`src/rtl/sort_pkg.sv`:
```
// Shared types, default sizes and the compare-exchange primitive for serial_sorter.
// Defining SERIAL_SORTER_DESC_EN flips the exchange condition so batches come out descending.
package sort_pkg;

  typedef enum logic [1:0] {
    LOAD,
    SORT,
    OUT
  } sorter_state_e;

  localparam int unsigned DEFAULT_N     = 5;
  localparam int unsigned DEFAULT_WIDTH = 6;
  // Widest element the compare-exchange function handles.
  localparam int unsigned MAX_W         = 32;

  // Returns {value for the lower index, value for the higher index}; equal values never swap.
  function automatic logic [2*MAX_W-1:0] cmp_exchange(input logic [MAX_W-1:0] a,
                                                      input logic [MAX_W-1:0] b);
`ifdef SERIAL_SORTER_DESC_EN
    return (a < b) ? {b, a} : {a, b};
`else
    return (a > b) ? {b, a} : {a, b};
`endif
  endfunction

endpackage

```
`src/rtl/cmp_swap.sv`:
```
// Combinational WIDTH-bit compare-exchange cell, a thin wrapper around sort_pkg::cmp_exchange.
// Direction follows SERIAL_SORTER_DESC_EN through the package function.
module cmp_swap
  import sort_pkg::*;
#(
  parameter int unsigned WIDTH = DEFAULT_WIDTH
) (
  input  logic [WIDTH-1:0] i_a,
  input  logic [WIDTH-1:0] i_b,
  output logic [WIDTH-1:0] o_lo,
  output logic [WIDTH-1:0] o_hi
);

  logic [2*MAX_W-1:0] w_res;

  assign w_res = cmp_exchange(MAX_W'(i_a), MAX_W'(i_b));
  assign o_lo  = w_res[MAX_W +: WIDTH];
  assign o_hi  = w_res[0 +: WIDTH];

  // Zero-extension bits of the 32-bit result carry no information.
  if (WIDTH < MAX_W) begin : g_pad
    logic w_unused_pad;
    assign w_unused_pad = ^{w_res[2*MAX_W-1:MAX_W+WIDTH], w_res[MAX_W-1:WIDTH]};
  end

endmodule

```
`src/rtl/serial_sorter.sv`:
```
// Loads N elements, sorts them with an N-phase odd-even transposition network, streams them out.
// Ascending by default; SERIAL_SORTER_DESC_EN (see sort_pkg) makes the output descending.
module serial_sorter
  import sort_pkg::*;
#(
  parameter int unsigned N     = DEFAULT_N,
  parameter int unsigned WIDTH = DEFAULT_WIDTH,
  localparam int unsigned CW   = $clog2(N + 1)
) (
  input  logic             clk,
  input  logic             rst,
  input  logic             in_valid,
  input  logic [WIDTH-1:0] in_num,
  output logic             in_ready,
  output logic             out_valid,
  output logic [WIDTH-1:0] out_num,
  output logic [CW-1:0]    out_idx,
  output logic             out_last,
  input  logic             out_ready
);

  localparam int unsigned NP = N / 2;
  localparam int unsigned IW = (N > 1) ? $clog2(N) : 1;

  sorter_state_e    r_state, w_state_nxt;
  logic [CW-1:0]    r_cnt, w_cnt_nxt;
  logic [WIDTH-1:0] r_buf [N];
  logic [WIDTH-1:0] w_buf_nxt [N];
  logic             r_out_valid, w_out_valid_nxt;
  logic [WIDTH-1:0] r_out_num, w_out_num_nxt;
  logic [CW-1:0]    r_out_idx, w_out_idx_nxt;
  logic             r_out_last, w_out_last_nxt;

  logic             w_odd;
  logic [IW-1:0]    w_idx;
  logic [WIDTH-1:0] w_a  [NP];
  logic [WIDTH-1:0] w_b  [NP];
  logic [WIDTH-1:0] w_lo [NP];
  logic [WIDTH-1:0] w_hi [NP];
  logic [WIDTH-1:0] w_ev [N];
  logic [WIDTH-1:0] w_od [N];
  logic [WIDTH-1:0] w_net [N];

  assign w_odd = r_cnt[0];
  assign w_idx = r_cnt[IW-1:0];

  // Each comparator serves pair (2k,2k+1) on even phases and (2k+1,2k+2) on odd phases.
  for (genvar k = 0; k < NP; k++) begin : g_pair
    if (2 * k + 2 < N) begin : g_odd_ok
      assign w_a[k] = w_odd ? r_buf[2*k+1] : r_buf[2*k];
      assign w_b[k] = w_odd ? r_buf[2*k+2] : r_buf[2*k+1];
    end else begin : g_odd_na
      assign w_a[k] = r_buf[2*k];
      assign w_b[k] = r_buf[2*k+1];
    end
    cmp_swap #(
      .WIDTH(WIDTH)
    ) u_cmp_swap (
      .i_a (w_a[k]),
      .i_b (w_b[k]),
      .o_lo(w_lo[k]),
      .o_hi(w_hi[k])
    );
  end

  // Route comparator outputs back to buffer slots; unpaired slots keep their value.
  for (genvar i = 0; i < N; i++) begin : g_elem
    if (i < 2 * NP) begin : g_ev_pair
      if (i % 2 == 0) begin : g_ev_lo
        assign w_ev[i] = w_lo[i/2];
      end else begin : g_ev_hi
        assign w_ev[i] = w_hi[i/2];
      end
    end else begin : g_ev_keep
      assign w_ev[i] = r_buf[i];
    end
    if ((i % 2 == 1) && (i + 1 < N)) begin : g_od_lo
      assign w_od[i] = w_lo[(i-1)/2];
    end else if ((i % 2 == 0) && (i > 0)) begin : g_od_hi
      assign w_od[i] = w_hi[(i-2)/2];
    end else begin : g_od_keep
      assign w_od[i] = r_buf[i];
    end
    assign w_net[i] = w_odd ? w_od[i] : w_ev[i];
  end

  always_comb begin
    w_state_nxt     = r_state;
    w_cnt_nxt       = r_cnt;
    w_buf_nxt       = r_buf;
    w_out_valid_nxt = r_out_valid;
    w_out_num_nxt   = r_out_num;
    w_out_idx_nxt   = r_out_idx;
    w_out_last_nxt  = r_out_last;
    unique case (r_state)
      LOAD: begin
        if (in_valid) begin
          w_buf_nxt[w_idx] = in_num;
          if (r_cnt == CW'(N - 1)) begin
            w_state_nxt = SORT;
            w_cnt_nxt   = '0;
          end else begin
            w_cnt_nxt = r_cnt + CW'(1);
          end
        end
      end
      SORT: begin
        w_buf_nxt = w_net;
        if (r_cnt == CW'(N - 1)) begin
          w_state_nxt = OUT;
          w_cnt_nxt   = '0;
        end else begin
          w_cnt_nxt = r_cnt + CW'(1);
        end
      end
      OUT: begin
        // r_cnt points at the next element to present, one ahead of out_idx.
        if (r_out_valid && out_ready && r_out_last) begin
          w_state_nxt     = LOAD;
          w_cnt_nxt       = '0;
          w_out_valid_nxt = 1'b0;
          w_out_last_nxt  = 1'b0;
        end else if (!r_out_valid || out_ready) begin
          w_out_valid_nxt = 1'b1;
          w_out_num_nxt   = r_buf[w_idx];
          w_out_idx_nxt   = r_cnt;
          w_out_last_nxt  = (r_cnt == CW'(N - 1));
          w_cnt_nxt       = r_cnt + CW'(1);
        end
      end
      default: begin
        w_state_nxt = LOAD;
        w_cnt_nxt   = '0;
      end
    endcase
  end

  always_ff @(posedge clk or posedge rst) begin
    if (rst) begin
      r_state     <= LOAD;
      r_cnt       <= '0;
      r_buf       <= '{default: '0};
      r_out_valid <= 1'b0;
      r_out_num   <= '0;
      r_out_idx   <= '0;
      r_out_last  <= 1'b0;
    end else begin
      r_state     <= w_state_nxt;
      r_cnt       <= w_cnt_nxt;
      r_buf       <= w_buf_nxt;
      r_out_valid <= w_out_valid_nxt;
      r_out_num   <= w_out_num_nxt;
      r_out_idx   <= w_out_idx_nxt;
      r_out_last  <= w_out_last_nxt;
    end
  end

  assign in_ready  = (r_state == LOAD);
  assign out_valid = r_out_valid;
  assign out_num   = r_out_num;
  assign out_idx   = r_out_idx;
  assign out_last  = r_out_last;

endmodule

```
`config.mk`:
```
export PLATFORM = sky130hd
export DESIGN_NAME = serial_sorter
export DESIGN_NICKNAME = d
export VERILOG_FILES = /design/src/rtl/sort_pkg.sv /design/src/rtl/cmp_swap.sv /design/src/rtl/serial_sorter.sv
export SDC_FILE = /design/constraint.sdc
export NUM_CORES = 1
export LEC_CHECK = 0
export ABC_AREA = 1
export CAP_MARGIN = 20
export CORE_MARGIN = 1
export CORE_UTILIZATION = 33
export CTS_BUF_LIST = sky130_fd_sc_hd__clkbuf_2 sky130_fd_sc_hd__clkbuf_4 sky130_fd_sc_hd__clkbuf_8
export CTS_CLUSTER_SIZE = 8
export DETAILED_ROUTE_END_ITERATION = 16
export DONT_BUFFER_PORTS = 1
export PLACE_DENSITY = 0.48
export RECOVER_POWER = 50
export SETUP_SLACK_MARGIN = 0.3
export SLEW_MARGIN = 20
export SYNTH_ARGS = -nofsm -noshare
export SYNTH_HDL_FRONTEND = slang
export SYNTH_HIERARCHICAL = 1
export SYNTH_SLANG_ARGS = --single-unit
```
`constraint.sdc`:
```
create_clock -name clk -period 3.3 [get_ports clk]
set_input_delay 0.825 -clock clk [delete_from_list [all_inputs] [get_ports clk]]
set_output_delay 0.825 -clock clk [all_outputs]
set_load 0.01 [all_outputs]
```
* Yosys cells after proc, flatten, opt, wreduce, memory -nomap -nowiden
Index checks and enable logic that the tools add are counted.
** Word-level totals
- Logic and storage cells :: 76
- Register bits :: 46
- Output and inout bits :: 12
- Input bits :: 10
** Cells by class
- Equality and inequality tests :: 10
- Mux-type cells :: 33
- Reduce and logical (&&, ||, !) cells :: 15
- Add/sub/neg operators :: 1
- Order comparisons :: 4
- Bitwise gates (word level) :: 2
** Operator list (count)
- $mux 38 :: 2
- $mux 6 :: 12
- $pmux 30 s2 :: 1
- $bwmux 30 :: 1
- $mux 30 :: 1
- $bmux 6 s3 :: 1
- $demux 6 s3 :: 1
- $gt 6x6->1 :: 2
- $mux 3 :: 4
- $ne 2x2->1 const B :: 5
- $pmux 3 s3 :: 1
- $reduce_and 3->1 :: 3
- $mux 2 :: 4
- $pmux 2 s3 :: 1
- $reduce_and 2->1 :: 3
- $ge 4x4->1 const B :: 1
- $lt 4x1->1 const B :: 1
- $mux 1 :: 4
- $not 3->4 :: 1
- $reduce_and 4->1 :: 1
- $reduce_bool 2->1 :: 2
- $add 3x1->3 const B :: 1
- $eq 3x3->1 const B :: 1
- $logic_and 1x1->1 :: 3
- 8 further kinds :: 8

* Depth between registers and ports, before layout
- Depth after elaboration :: 8
- Gate-level depth with buffers :: 22
- Depth with buffers taken out :: 19

* Cells and area by module
Netlist, hierarchy kept.
** Modules (own cells, without submodules)
- serial_sorter :: cells each 474, sequential area each 1151.1 sq um, area each 2991.6 sq um, times used 1
- cmp_swap :: cells each 68, sequential area each 0.0 sq um, area each 394.1 sq um, times used 2

* Worst setup path after synthesis
OpenSTA, ideal clock, no wires.
- Path kind :: reg2reg
- From :: register r_cnt[0]
- To :: register r_buf[20] (netlist name)
- Path buffers :: 4
- Arrival :: 2485 ps
- Clock period less this slack :: 2602 ps
- Stages on the path, launching flop included :: 22
- Setup time :: 117 ps
- Setup slack :: 698 ps
- Path through :: dfrtp_1 > buf_2 > buf_2 > buf_2 > nand2_1 > o21ai_0 > inv_1 > ha_1 > nand2_2 > nor2_4 > nand2_2 > nand3_4 > nand2_4 > buf_8 > nand2_1 > nand2_1 > nand2_1 > o21ai_0 > nand2_1 > o21ai_0 > nand2_1 > nand2_1
** RTL lines
- from (decl) :: line serial_sorter.sv:26 : logic [CW-1:0] r_cnt, w_cnt_nxt;
- from (signal assigned) :: line serial_sorter.sv:149 : r_cnt <= w_cnt_nxt;
- to (signal assigned) :: line serial_sorter.sv:150 : r_buf <= w_buf_nxt;
- to (decl) :: line serial_sorter.sv:27 : logic [WIDTH-1:0] r_buf [N];

==> metrics.csv <==
metric;value;unit
rsz0062_at_grt;no;
worst_slew_pin_slew;2147;ps
slew_viol_final;47;
detail_route.first_pass.iterations;5;
holdBufCountCts;0;
drt_iter0_markers;365;
worstSetupStartpointType;register;
rows;38;
netlist_area;3780;um^2
crit_slowest_cell;dfrtp_1;
clock_latency;310;ps
drc;0;
place_hpwl;8472;um
ant_nets;0;
htreeDepth;2;
cp-end-kind;register;
path_clk_slew;90;ps
hp-start;r_buf[23]$_DFFE_PP0P_;
die_x;109.0;um
placed_area;3841;um^2
core;10980;um^2
ys_top_cells_by_area;nand2_1, dfrtp_1, nand3_1;
cts-root-buf;clkbuf_8;
final_hold_viol_count;0;
grtUsageTotal;0.2013;
die_h;109.0;um
cp.required;3550;ps
min_path_type;register to register;
cpMostUsedCell;nand2_1;
routabilityCongestion;0.8441;
cts.sinks;46;
grt_overflow_total;0;
synth_top_area_frac;0.3158;
grt_pass1_vias;3408;
synth-seq-cells;46;
cp_slowest_stage_delay;380;ps
finalClockSkew;6.612;ps
num_vias;3634;
whs_path_depth;2;
path_cells;buf_4, nand2_1, nand2_1, inv_1, ha_1, nand2_2, nor2_4, nand3_2, nand2_4, nand2_1, nand2_1, nand2_1, nand2_1, nand2_1, o21ai_0, nand2_1, nand2_1;
grt_max_degree;47;
yosys.area.top_type;nand2_1;
max_freq;369.3;MHz
worstRegToRegCells;17;
post_drt_via_cell_ratio;4.911;
routed_wirelength;11160;um
synth-async-reset-ratio;1.000;
synth_fp_nets;634;
cap_violations;1;
violations;max-capacitance violations, max-slew violations;
synth_edf_count;0;
syn_area_per_cell;6.197;um^2
clockBufferDepth;2;
io_buffers;0;
finalCritPeriodShare;0.8205;
yosys_warnings;6;
crit_family;simple AND/OR/NAND/NOR gates;
holdPathEnd;r_buf[23]$_DFFE_PP0P_;
cp_max_fo;23;
timing.final.crit_period;2708;ps
status;finished, violations left;
synthCells;610;
antenna_found_initial;0;
synth_top_flop_cell;dfrtp_1;
setup_tns;0;ps
path_class;register to register;
cts_tree;done;
yosysUniqueCellTypes;24;
antenna_cells;0;
slew_headroom;-0.4395;
worst_r2r_startpoint;r_cnt[0]$_DFFE_PP0P_;
stdcell_area;3941;um^2
ff2ff_setup_slack;590;ps
synth_most_common_cell;nand2_1;
final_nets;623;
wire_per_inst;15.08;um
drive_gt1_frac;0.06667;
ios;22;
synth_top_cells_by_count;nand2_1, nand3_1, inv_1, o21ai_0, dfrtp_1;
area_growth_syn_to_layout;4.270;%
r2r_end;r_buf[9]$_DFFE_PP0P_;
grt_pass1_wl;18150;um
setup_viol;0;
start_util;0.3442;
cts_buffers;5;
arrival;2960;ps
seq_area_frac_synth;0.3045;
path_buf_inv;2;
dieArea;11890;um^2
[placed cells by master (no fill, tap or decap), types with 2 or more instances in the layout]
cell / instances
ha_1: 14
inv_1: 58
dfrtp_1: 46
o21ai_0: 46
nor2_4: 6
nand2_1: 318
nand2_4: 2
o21ai_2: 2
and2_1: 6
buf_4: 2
nand2_2: 11
nor2_1: 4
nand3_1: 60
a21oi_1: 2
nand3_4: 3
o21ai_1: 6
clkbuf_8: 5
[metal layers]
layer  vias up  wire length, um  global-route usage
li1       1876                -                   -
met1      1653             5626              0.3010
met2        95             4872              0.3037
met3        10              554             0.03228
met4         0              105             0.03861
met5         -                0                   0
[worst max path at each step]
stage	start	end	cells past startpoint
after floorplan	r_cnt[0]$_DFFE_PP0P_	r_buf[20]$_DFFE_PP0P_	21
after global placement	r_cnt[0]$_DFFE_PP0P_	r_buf[19]$_DFFE_PP0P_	16
after detailed placement	r_cnt[0]$_DFFE_PP0P_	r_buf[19]$_DFFE_PP0P_	16
after CTS	r_cnt[0]$_DFFE_PP0P_	r_buf[19]$_DFFE_PP0P_	16
after global routing	r_cnt[0]$_DFFE_PP0P_	r_buf[12]$_DFFE_PP0P_	17
final	r_cnt[0]$_DFFE_PP0P_	r_buf[9]$_DFFE_PP0P_	17
[sequential cells by signal, indices dropped and copies added, names as in the netlist]
name	cells
r_state	2
out_last	1
out_num	6
r_buf	30
r_cnt	3
out_idx	3
out_valid	1
[tightest hold or removal path: stages (launching register included)]
cell	delay, ps
dfrtp_1	350
nand2_1	60
nand2_1	60
[cell families (layout without fill, tap and decap cells)]
group | Yosys count | in the layout | share of synthesized area
fa+ha+maj | 14 | 14 | 0.04634
flops | 46 | 46 | 0.3045
simple gates | 412 | 412 | 0.4720
compound gates | 56 | 56 | 0.07613
buf+inv | 82 | 72 | 0.1010
[through the flow]
stage | setup WS, ps | util | instances | hold slack [ps]
after floorplan | 698.4 | - | 610 | 448.8
after global placement | 553.0 | 0.3497 | 732 | 463.5
after detailed placement | 491.0 | 0.3497 | 732 | 464.7
after CTS | 477.3 | 0.3579 | 740 | 488.7
after global routing | 330.1 | 0.3589 | 740 | 512.5
final | 592.2 | 0.3589 | 740 | 489.3
[final cells by class]
cell class | count | area [um^2]
flip-flops and latches | 46 | 1151
clock buffers | 6 | 76.32
multi-input cells | 482 | 2252
well taps | 140 | 175.2
clock inverters | 2 | 13.76
fillers | 1186 | 7042
inverters | 60 | 226.5
repair buffers | 4 | 46.29
[what timing repair did]
| item | 4_1_cts | 5_1_grt |
|---|---|---|
| gates resized for setup | 0 | 4 |
| buffers inserted | 0 | 0 |
| setup endpoints to repair | 0 | 13 |
Power is not shown: default switching activity piles up to over one toggle a cycle in this logic, so the estimate is an artifact.
==> RTL edit 1, RTL diff (config.mk and constraints unchanged) <==
The package constant `DEFAULT_N` goes from 5 to 10.
--- a/src/rtl/sort_pkg.sv
+++ b/src/rtl/sort_pkg.sv
@@ -8,7 +8,7 @@
     OUT
   } sorter_state_e;
 
-  localparam int unsigned DEFAULT_N     = 5;
+  localparam int unsigned DEFAULT_N     = 10;
   localparam int unsigned DEFAULT_WIDTH = 6;
   // Widest element the compare-exchange function handles.
   localparam int unsigned MAX_W         = 32;
Interface: changed (resized out_idx); port bits go from 22 to 23. No check against the original RTL was run, so the function may have changed too.
==> RTL edit 1 against the unedited design <==
The flow still finishes with violations (capacitance limit, slew limit). Via count increased by 99%. Critical endpoint is now r_buf[35]. Synthesized area up 94%. Critical path type unchanged. Synthesized cell count is 87% higher. Setup slack worse by 0.13 ns. Cell count is 91% higher. Design area grew 100%. Fmax is 4.4% lower. Sequential share of layout area is 4.7 points lower. Count of clock-buffer cells in the layout grew 3. Highest routed layer unchanged. Wire length increased by 110%. Sequential cell count up 32.
Power is left out: the tool's default activity adds up to more than one toggle a clock period on the data nets, which glitch-free logic cannot reach.
==> RTL edit 1: results <==
set metrics [dict create \
    status "finished with violations" \
    violations "capacitance limit, slew limit" \
    crit_path_max_fanout 22 \
    synth_nets 1184 \
    clkLatencyLatePin_ns 0.38 \
    buffers 37 \
    arrival_ns 3.14 \
    worst_path_largest_cell_delay_ns 0.57 \
    grt_pass1_wl_mm 36.6 \
    layout.cells.non_filler 1416 \
    dieArea_sq_mm 0.0229 \
    synthAdderAreaFrac_pct 5.79 \
    place_congestion 0.850 \
    synth_compound_area_share_pct 17.5 \
    buf_share_pct 4.48 \
    ys_top_cells_by_area "dfrtp_1, nand2_1, o21ai_0" \
    seq_area_sq_mm 0.00196 \
    drt-total-wl_mm 23.6 \
    drt_iter0_markers 589 \
    clock-skew-final_ns 0.0186 \
    critPathSlowestCell "dfrtp_4" \
    drv_cap 1 \
    report.final.slew_viol_count 40 \
    drive_gt1_share_pct 14.3 \
    largest_reg_flops 60 \
]
[RTL edit 1: cell types whose count changed after synthesis, sizes merged, moves of 32 or more]
| cell | before | now |
|---|---|---|
| o21ai | 54 | 175 |
| dfrtp | 46 | 78 |
| inv | 60 | 131 |
| nor2 | 10 | 92 |
| nand2 | 331 | 397 |
| nand3 | 64 | 116 |
[RTL edit 1: final timing paths]
path / depth (start not counted) / start / endpoint / slack (ns)
min: 2 / r_buf[58] / r_buf[58] / 0.50
max reg2reg: 18 / r_cnt[0] / r_buf[35] / 0.47
max in group asynchronous: 2 / rst / r_buf[13] / 0.68
min reg2reg: 2 / r_buf[58] / r_buf[58] / 0.50
min in group asynchronous: 1 / rst / r_buf[57] / 0.78
max: 18 / r_cnt[0] / r_buf[35] / 0.47
[RTL edit 1: per-layer routing]
metal / vias to the layer above / GRT usage [%]
met5: - / 0
met4: 0 / 7.50
met1: 3352 / 28.7
li1: 3652 / -
met2: 187 / 34.5
met3: 30 / 2.17
==> RTL edit 2, RTL diff (config.mk and constraints unchanged) <==
Without the edit above. The 3 states of `sorter_state_e` get a one-hot encoding in 3 bits.
--- a/src/rtl/sort_pkg.sv
+++ b/src/rtl/sort_pkg.sv
@@ -2,10 +2,10 @@
 // Defining SERIAL_SORTER_DESC_EN flips the exchange condition so batches come out descending.
 package sort_pkg;
 
-  typedef enum logic [1:0] {
-    LOAD,
-    SORT,
-    OUT
+  typedef enum logic [2:0] {
+    LOAD = 3'b001,
+    SORT = 3'b010,
+    OUT  = 3'b100
   } sorter_state_e;
 
   localparam int unsigned DEFAULT_N     = 5;
Function: same outputs for any inputs over 10 cycles, from zero or initial values and one cycle with rst high; not proved beyond that.
==> RTL edit 2 against the unedited design <==
The run still ends with capacitance limit, slew limit left. Critical path depth increased by 1. Wire length increased by 1.8%. Non-clock buffer count increased by 16. Synthesized area increased by 0.33%. Cell count increased by 0.54%. Via count increased by 3.1%. Hold slack got worse by 0.0063 ns. Design area increased by 4.1%. Setup slack got worse by 0.085 ns. Sequential cell count increased by 1. Critical path type unchanged. Critical endpoint is now r_buf[15]. Largest cell class unchanged.
Power is not shown: default switching activity piles up to over one toggle a cycle in this logic, so the estimate is an artifact.
==> RTL edit 2: results <==
set metrics [dict create \
    num_vias 3747 \
    grt_max_degree 48 \
    report.final.slew_viol_count 48 \
    place_congestion 0.898 \
    grt_usage_pct 20.6 \
    clk_pin_slew_ns 0.11 \
    final_nets 627 \
    synth_compound_area_share_pct 11.4 \
    critPathSlowestCell "dfrtp_2" \
    avgRoutedWirePerCell_um 15.3 \
    maxSlewHeadroom_pct -48.3 \
    synthAdderAreaFrac_pct 4.62 \
    grt_pass1_vias 3543 \
    worst_path_largest_cell_delay_ns 0.44 \
    status "finished with violations" \
    crit_path_max_fanout 13 \
    drv_cap 1 \
    synth_nets 621 \
    arrival_ns 3.05 \
    seq_area_frac_synth_pct 31.0 \
    clock-skew-final_ns 0.0137 \
    yosysUniqueCellTypes 26 \
    cts_inserted_buffers 5 \
    dr_wl_met2_mm 5.16 \
    drt_iter0_markers 323 \
    synthTopCellsByCount "nand2_1, o21ai_0, inv_1, dfrtp_1, nand3_1" \
    n_fill_cell 1227 \
    cts_root_buf "clkbuf_8" \
    dpl.hpwl_mm 8.47 \
    violations "capacitance limit, slew limit" \
    drive_gt1_share_pct 11.8 \
    ys_top_cells_by_area "dfrtp_1, nand2_1, o21ai_0" \
    wl_met1_mm 5.31 \
    route.met3.wl_um 632 \
    grt_pass1_wl_mm 18.6 \
]
## RTL edit 2: changes by cell type after synthesis, sizes merged, moves of 3 or more
cell / change
nand2: -12
nand3: -18
o21ai: +23
and2: -6
inv: -3
## RTL edit 2: critical path, delay by kind of cell (launching register included)
kind                       cells  cell delay (ns)
AOI/OAI and AO/OA              3             0.28
adders and majority gates      1             0.29
DFF                            1             0.44
buffers and inverters          3             0.53
and+or+nand+nor               11             1.20
## RTL edit 2: cells by family (layout without fill, tap and decap cells)
logic type	after synthesis	count (layout)
flip-flops	47	47
AND/OR/NAND/NOR	379	379
buffers and inverters	78	85
adder cells (fa/ha/maj)	14	14
AO/OA/AOI/OAI	79	79
## RTL edit 2: area by class of cell
| class | count | area [sq um] | share of cell area, % |
|---|---|---|---|
| Multi-Input combinational cell | 472 | 2270 | 55.3 |
| Sequential cell | 47 | 1180 | 28.7 |
| Inverter | 57 | 224 | 5.46 |
| Tap cell | 140 | 175 | 4.27 |
| Timing Repair Buffer | 20 | 163 | 3.96 |
| Clock buffer | 5 | 68.8 | 1.68 |
| Clock inverter | 3 | 23.8 | 0.579 |
## RTL edit 2: path summary, 6_finish.rpt
kind                            from         to  slack [ns]  depth (start not counted)
max                         r_cnt[0]  r_buf[15]        0.51                         18
min                        r_buf[10]  r_buf[10]        0.48                          2
max reg2reg                 r_cnt[0]  r_buf[15]        0.51                         18
min reg2reg                r_buf[10]  r_buf[10]        0.48                          2
max in group asynchronous        rst   r_cnt[0]        1.23                          1
min in group asynchronous        rst   r_buf[9]        0.97                          1
## RTL edit 2: stage by stage
stage          setup slack [ns]  area, sq um  std cells  util [%]  hold WS, ns
5_1_grt                   0.257         4100        744      37.2        0.499
4_1_cts                   0.328         4060        741      36.8        0.489
2_1_floorplan             0.798         3790        597         -        0.442
3_5_place_dp              0.265         3950        731      35.8        0.464
6_report                  0.508         4100        744      37.2        0.483
3_3_place_gp              0.306         3950        731      35.8        0.458
## RTL edit 2: what timing repair did
| item | 4_1_cts | 5_1_grt |
|---|---|---|
| buffers inserted | 2 | 3 |
| gates resized for setup | 2 | 15 |
| setup endpoints to repair | 2 | 24 |
| pin swaps | 0 | 0 |
| hold buffers | 0 | 0 |
## RTL edit 2: layer usage
| layer | global-route usage [%] | vias to the layer above |
|---|---|---|
| met1 | 27.7 | 1760 |
| met5 | 0 | - |
| met4 | 6.38 | 0 |
| met3 | 3.77 | 18 |
| met2 | 33.2 | 89 |
| li1 | - | 1880 |
